<file path="src/rtl/fetch_queue.sv">
// fetch_queue: instruction fetch front end with a credit-limited request port,
// an in-order response FIFO and redirect/flush handling with response dropping.
// Optional feature macro: FETCH_BYPASS_EN. When it is defined, a response that
// arrives to an empty queue is forwarded straight to the decoder in the same
// cycle. When it is undefined, every response is registered in the queue first.
module fetch_queue #(
  parameter int          DEPTH    = 4,
  parameter logic [31:0] RESET_PC = 32'h0000_0000
) (
  input  logic        i_clk,
  input  logic        i_rst,
  output logic        o_imem_req_valid,
  input  logic        i_imem_req_ready,
  output logic [31:0] o_imem_req_addr,
  input  logic        i_imem_rsp_valid,
  input  logic [31:0] i_imem_rsp_data,
  input  logic        i_redirect_valid,
  input  logic [31:0] i_redirect_pc,
  output logic        o_inst_valid,
  output logic [31:0] o_inst,
  output logic [31:0] o_inst_pc,
  input  logic        i_inst_ready
);

  localparam int CW  = $clog2(DEPTH + 1);
  localparam int AW  = $clog2(DEPTH);
  localparam int CW1 = CW + 1;
  localparam logic [CW:0] DEPTH_C = CW1'(DEPTH);

  // Control state (reset)
  logic [31:0]   r_pc;
  logic [31:0]   r_rsp_pc;
  logic [CW-1:0] r_out;
  logic [CW-1:0] r_occ;
  logic [CW-1:0] r_drop;
  logic [AW-1:0] r_wptr;
  logic [AW-1:0] r_rptr;

  // Queue storage (data only, never reset)
  logic [31:0]   r_mem_inst [DEPTH];
  logic [31:0]   r_mem_pc   [DEPTH];

  logic [CW:0]   w_credit;
  logic          w_req_fire;
  logic          w_rsp_live;
  logic          w_nonempty;
  logic          w_bypass;
  logic          w_push;
  logic          w_pop;
  logic [31:0]   w_redirect_tgt;
  logic [1:0]    w_unused_redirect_lsb;

  assign w_redirect_tgt        = {i_redirect_pc[31:2], 2'b00};
  assign w_unused_redirect_lsb = i_redirect_pc[1:0];

  // Credit rule: outstanding requests plus queued entries never exceed DEPTH,
  // so every response that comes back has a slot waiting for it.
  assign w_credit         = {1'b0, r_out} + {1'b0, r_occ};
  assign o_imem_req_valid = !i_rst && !i_redirect_valid && (w_credit < DEPTH_C);
  assign o_imem_req_addr  = {r_pc[31:2], 2'b00};
  assign w_req_fire       = o_imem_req_valid && i_imem_req_ready;

  // A response is live only when no stale responses remain to be discarded.
  assign w_rsp_live = i_imem_rsp_valid && (r_drop == '0);
  assign w_nonempty = (r_occ != '0);

`ifdef FETCH_BYPASS_EN
  assign w_bypass  = w_rsp_live && !w_nonempty;
  assign o_inst    = w_nonempty ? r_mem_inst[r_rptr] : i_imem_rsp_data;
  assign o_inst_pc = w_nonempty ? r_mem_pc[r_rptr]   : r_rsp_pc;
`else
  assign w_bypass  = 1'b0;
  assign o_inst    = r_mem_inst[r_rptr];
  assign o_inst_pc = r_mem_pc[r_rptr];
`endif

  assign o_inst_valid = !i_rst && !i_redirect_valid && (w_nonempty || w_bypass);
  assign w_pop        = o_inst_valid && i_inst_ready && w_nonempty;
  // A bypassed response that the decoder takes right away skips the queue.
  assign w_push       = w_rsp_live && !i_redirect_valid && !(w_bypass && i_inst_ready);

  // Control registers: fetch PC, response PC, credit counters, drop count, pointers
  always_ff @(posedge i_clk) begin
    if (i_rst) begin
      r_pc     <= RESET_PC;
      r_rsp_pc <= RESET_PC;
      r_out    <= '0;
      r_occ    <= '0;
      r_drop   <= '0;
      r_wptr   <= '0;
      r_rptr   <= '0;
    end else if (i_redirect_valid) begin
      // Flush: every request still in flight becomes stale; a response landing
      // this very cycle is already consumed (and thrown away) right here.
      r_pc     <= w_redirect_tgt;
      r_rsp_pc <= w_redirect_tgt;
      r_out    <= r_out - CW'(i_imem_rsp_valid);
      r_drop   <= r_out - CW'(i_imem_rsp_valid);
      r_occ    <= '0;
      r_wptr   <= '0;
      r_rptr   <= '0;
    end else begin
      if (w_req_fire) begin
        r_pc <= r_pc + 32'd4;
      end
      if (w_rsp_live) begin
        r_rsp_pc <= r_rsp_pc + 32'd4;
      end
      if (i_imem_rsp_valid && (r_drop != '0)) begin
        r_drop <= r_drop - 1'b1;
      end
      if (w_push) begin
        r_wptr <= r_wptr + 1'b1;
      end
      if (w_pop) begin
        r_rptr <= r_rptr + 1'b1;
      end
      r_out <= r_out + CW'(w_req_fire) - CW'(i_imem_rsp_valid);
      r_occ <= r_occ + CW'(w_push) - CW'(w_pop);
    end
  end

  // Queue write: instruction word with the address it was fetched from
  always_ff @(posedge i_clk) begin
    if (w_push) begin
      r_mem_inst[r_wptr] <= i_imem_rsp_data;
      r_mem_pc[r_wptr]   <= r_rsp_pc;
    end
  end

endmodule

</file>
<file path="config.mk">
export PLATFORM = sky130hd
export DESIGN_NAME = fetch_queue
export DESIGN_NICKNAME = d
export VERILOG_FILES = /design/src/rtl/fetch_queue.sv
export SDC_FILE = /design/constraint.sdc
export NUM_CORES = 1
export LEC_CHECK = 0
export CAP_MARGIN = 0
export CORE_ASPECT_RATIO = 2
export CORE_MARGIN = 2
export CORE_UTILIZATION = 59
export DETAILED_ROUTE_END_ITERATION = 8
export PLACE_DENSITY = 0.87
export SLEW_MARGIN = 10
export SYNTH_ARGS = -nofsm -noshare
export SYNTH_HDL_FRONTEND = slang
export SYNTH_SLANG_ARGS = --single-unit
</file>
<file path="constraint.sdc">
create_clock -name i_clk -period 5.25 [get_ports i_clk]
set_clock_uncertainty 0.1 [all_clocks]
set_input_delay 0.7875 -clock i_clk [delete_from_list [all_inputs] [get_ports i_clk]]
set_output_delay 0.7875 -clock i_clk [all_outputs]
set_load 0.02 [all_outputs]
</file>
==> results.tsv <==
metric	value	unit
final_common_cell	edfxtp_1	
antenna_found_initial	0	
synth_edf_count	248	
fin_crit	3850	ps
clockBufferDepth	3	
die_w	109	um
crit_path_max_fanout	34	
ys_warn_count	0	
grt_pass1_wl	40.2	mm
dpl.hpwl	17.2	mm
cp_num_buf_inv	2	
io_buffers	161	
ant_nets	0	
yosys_register_bits	323	
period_share	73.3	%
h-tree-depth	1	
ios	168	
grt-ovfl-total	0	
path_delay_family	buffers and inverters	
wl	26.0	mm
post_drt_wl_per_cell	20.9	um
cellLeakagePower	5.17	nW
slew_violations	0	
drc_errors	0	
clkTransAtPathRegs	70	ps
hold_class	reg -> reg	
cap_violations	0	
cp_data_required_time	4360	ps
ys_types	50	
drtIter0Drc	485	
syn_avg_cell_area	16.5	um^2
synthFlopType	edfxtp_1	
intPower	4.12	mW
clockPowerShare	36.4	%
path_cells	buf_4 -> mux4_2 -> clkdlybuf4s50_1	
place_area	0.0149	mm^2
place.gp.congestion	0.905	
crit_slowest_cell	dfxtp_2	
seq_power_share	55.2	%
startpoint_type	flip-flop	
switching_share	21.8	%
grt_usage	22.8	%
relSlewSlack	36.1	%
grt_pass1_vias	7630	
clock_sinks	323	
hold_violations	0	
cts_made_buffers	25	
fin_ws	1400	ps
rsz0062_at_grt	false	
core_area	0.0216	mm^2
cts_resized	0	
die_y	214	um
grt_max_degree	92	
peakVddDrop	0.330	mV
setup_tns	0	ps
layout_common_cells	edfxtp_1 (248), clkdlybuf4s50_1 (161), dfxtp_1 (73)	
start_util	60.1	%
worst_pin_slew	959	ps
netlist_instances	787	
cts_root_buf	clkbuf_16	
end_kind	primary output	
power_switching	1.15	mW
arrival	2960	ps
drt_first_pass_iters	5	
via_per_inst	5.89	
synth-async-reset-ratio	0	%
design_area	0.0158	mm^2
nNetsFinal	1043	
seq_area_frac_synth	68.9	%
vias	7342	
path_class	reg -> out	
setup_viol	0	
cts_tree	yes	
syn_area	0.0130	mm^2
area_growth	21.3	%
place_ws	1050	ps
die_area	0.0233	mm^2
post_cts.repair.setup_buffers	0	
critPathMaxStageDelay	940	ps
fmax	260	MHz
n_antenna_cell	0	
worstSkewPairLatency	530	ps
combPwrFrac	8.4	%
drive_above_1_share	13.6	%
ctsHoldBuffers	0	
run_status	finished clean	
rows	76	
power_density	334	mW/mm^2
## worst paths after layout
kind,startpoint,endpoint,slack (ps),cells after the start
max,flip-flop,o_inst_pc[7],1400,3
min,r_pc[29]$_SDFFE_PP0P_,r_pc[29]$_SDFFE_PP0P_,440,2
max reg2reg,r_out[1]$_SDFF_PP0_,r_out[2]$_SDFF_PP0_,1950,13
min reg2reg,r_pc[29]$_SDFFE_PP0P_,r_pc[29]$_SDFFE_PP0P_,440,2
## synth_stat cells (all sizes together), types with 17 or more instances
library cell	number	area, um^2
a21boi	35	263
a21oi	21	105
clkbuf	28	106
dfxtp	75	1500
edfxtp	248	7450
inv	20	75.1
mux4	62	1400
nand2	25	93.8
nand3	26	130
nand4	25	171
nor2	27	101
o21a	22	165
xnor2	17	149
xor2	41	359
## sequential cells by signal, indices dropped and copies added, names as in the netlist, named ones only
signal,cells
r_drop,3
r_mem_inst,128
r_mem_pc,120
r_occ,3
r_out,3
r_pc,30
r_rptr,2
r_rsp_pc,30
r_wptr,2
## metrics by stage
stage,util (%),hold WS (ps),power (mW),std cells
floorplan,-,380,3.19,790
global placement,69.2,406,3.39,1201
detailed placement,69.2,422,3.41,1201
CTS,73.0,433,5.30,1246
global route,73.0,462,5.44,1246
finish,73.0,439,5.26,1246
## power by group through the flow
stage                     combinational, mW  clock (mW)  sequential (mW)
after global routing                  0.478        2.04             2.92
after global placement                0.435           0             2.95
final                                 0.443        1.91             2.91
after floorplan                       0.225           0             2.96
after CTS                             0.446        1.95             2.91
after detailed placement              0.443           0             2.96
## worst register-to-register path, stage by stage (launching register included)
cell and delay, ps:
dfxtp_1 400, ha_1 260, a311o_1 500, nor2_1 150, buf_4 200, inv_2 120
ha_1 300, inv_1 40, ha_1 180, fa_1 370, xor2_1 150, o21ai_0 220
xnor2_1 150, nor2_1 50
## cells by family (layout without fill, tap and decap cells)
logic type	Yosys count	in the layout	synth area share, %
AO/OA/AOI/OAI	109	109	5.69
XOR/XNOR	58	58	3.91
adder cells (fa/ha/maj)	18	18	1.85
buffers and inverters	61	244	1.97
flip-flops	323	323	68.9
multiplexers	67	67	11.1
other	1	4	0.0289
AND/OR/NAND/NOR	150	150	6.50
## metal layers
layer | up-vias | wire [um] | track usage (%)
met5 | - | 0 | 0
met4 | 0 | 982 | 10.4
met3 | 50 | 1100 | 2.52
met2 | 226 | 14500 | 41.7
met1 | 3685 | 9500 | 26.4
li1 | 3381 | - | -
## final cells by class
class	instances	area (um^2)
tap	273	342
clock buffer	32	672
clock inverter	13	155
sequential	323	8950
fill	1291	5830
timing repair buffer	178	1750
inverter	21	78.8
multi-input combinational	406	3800
(Power assumes the default switching activity.)
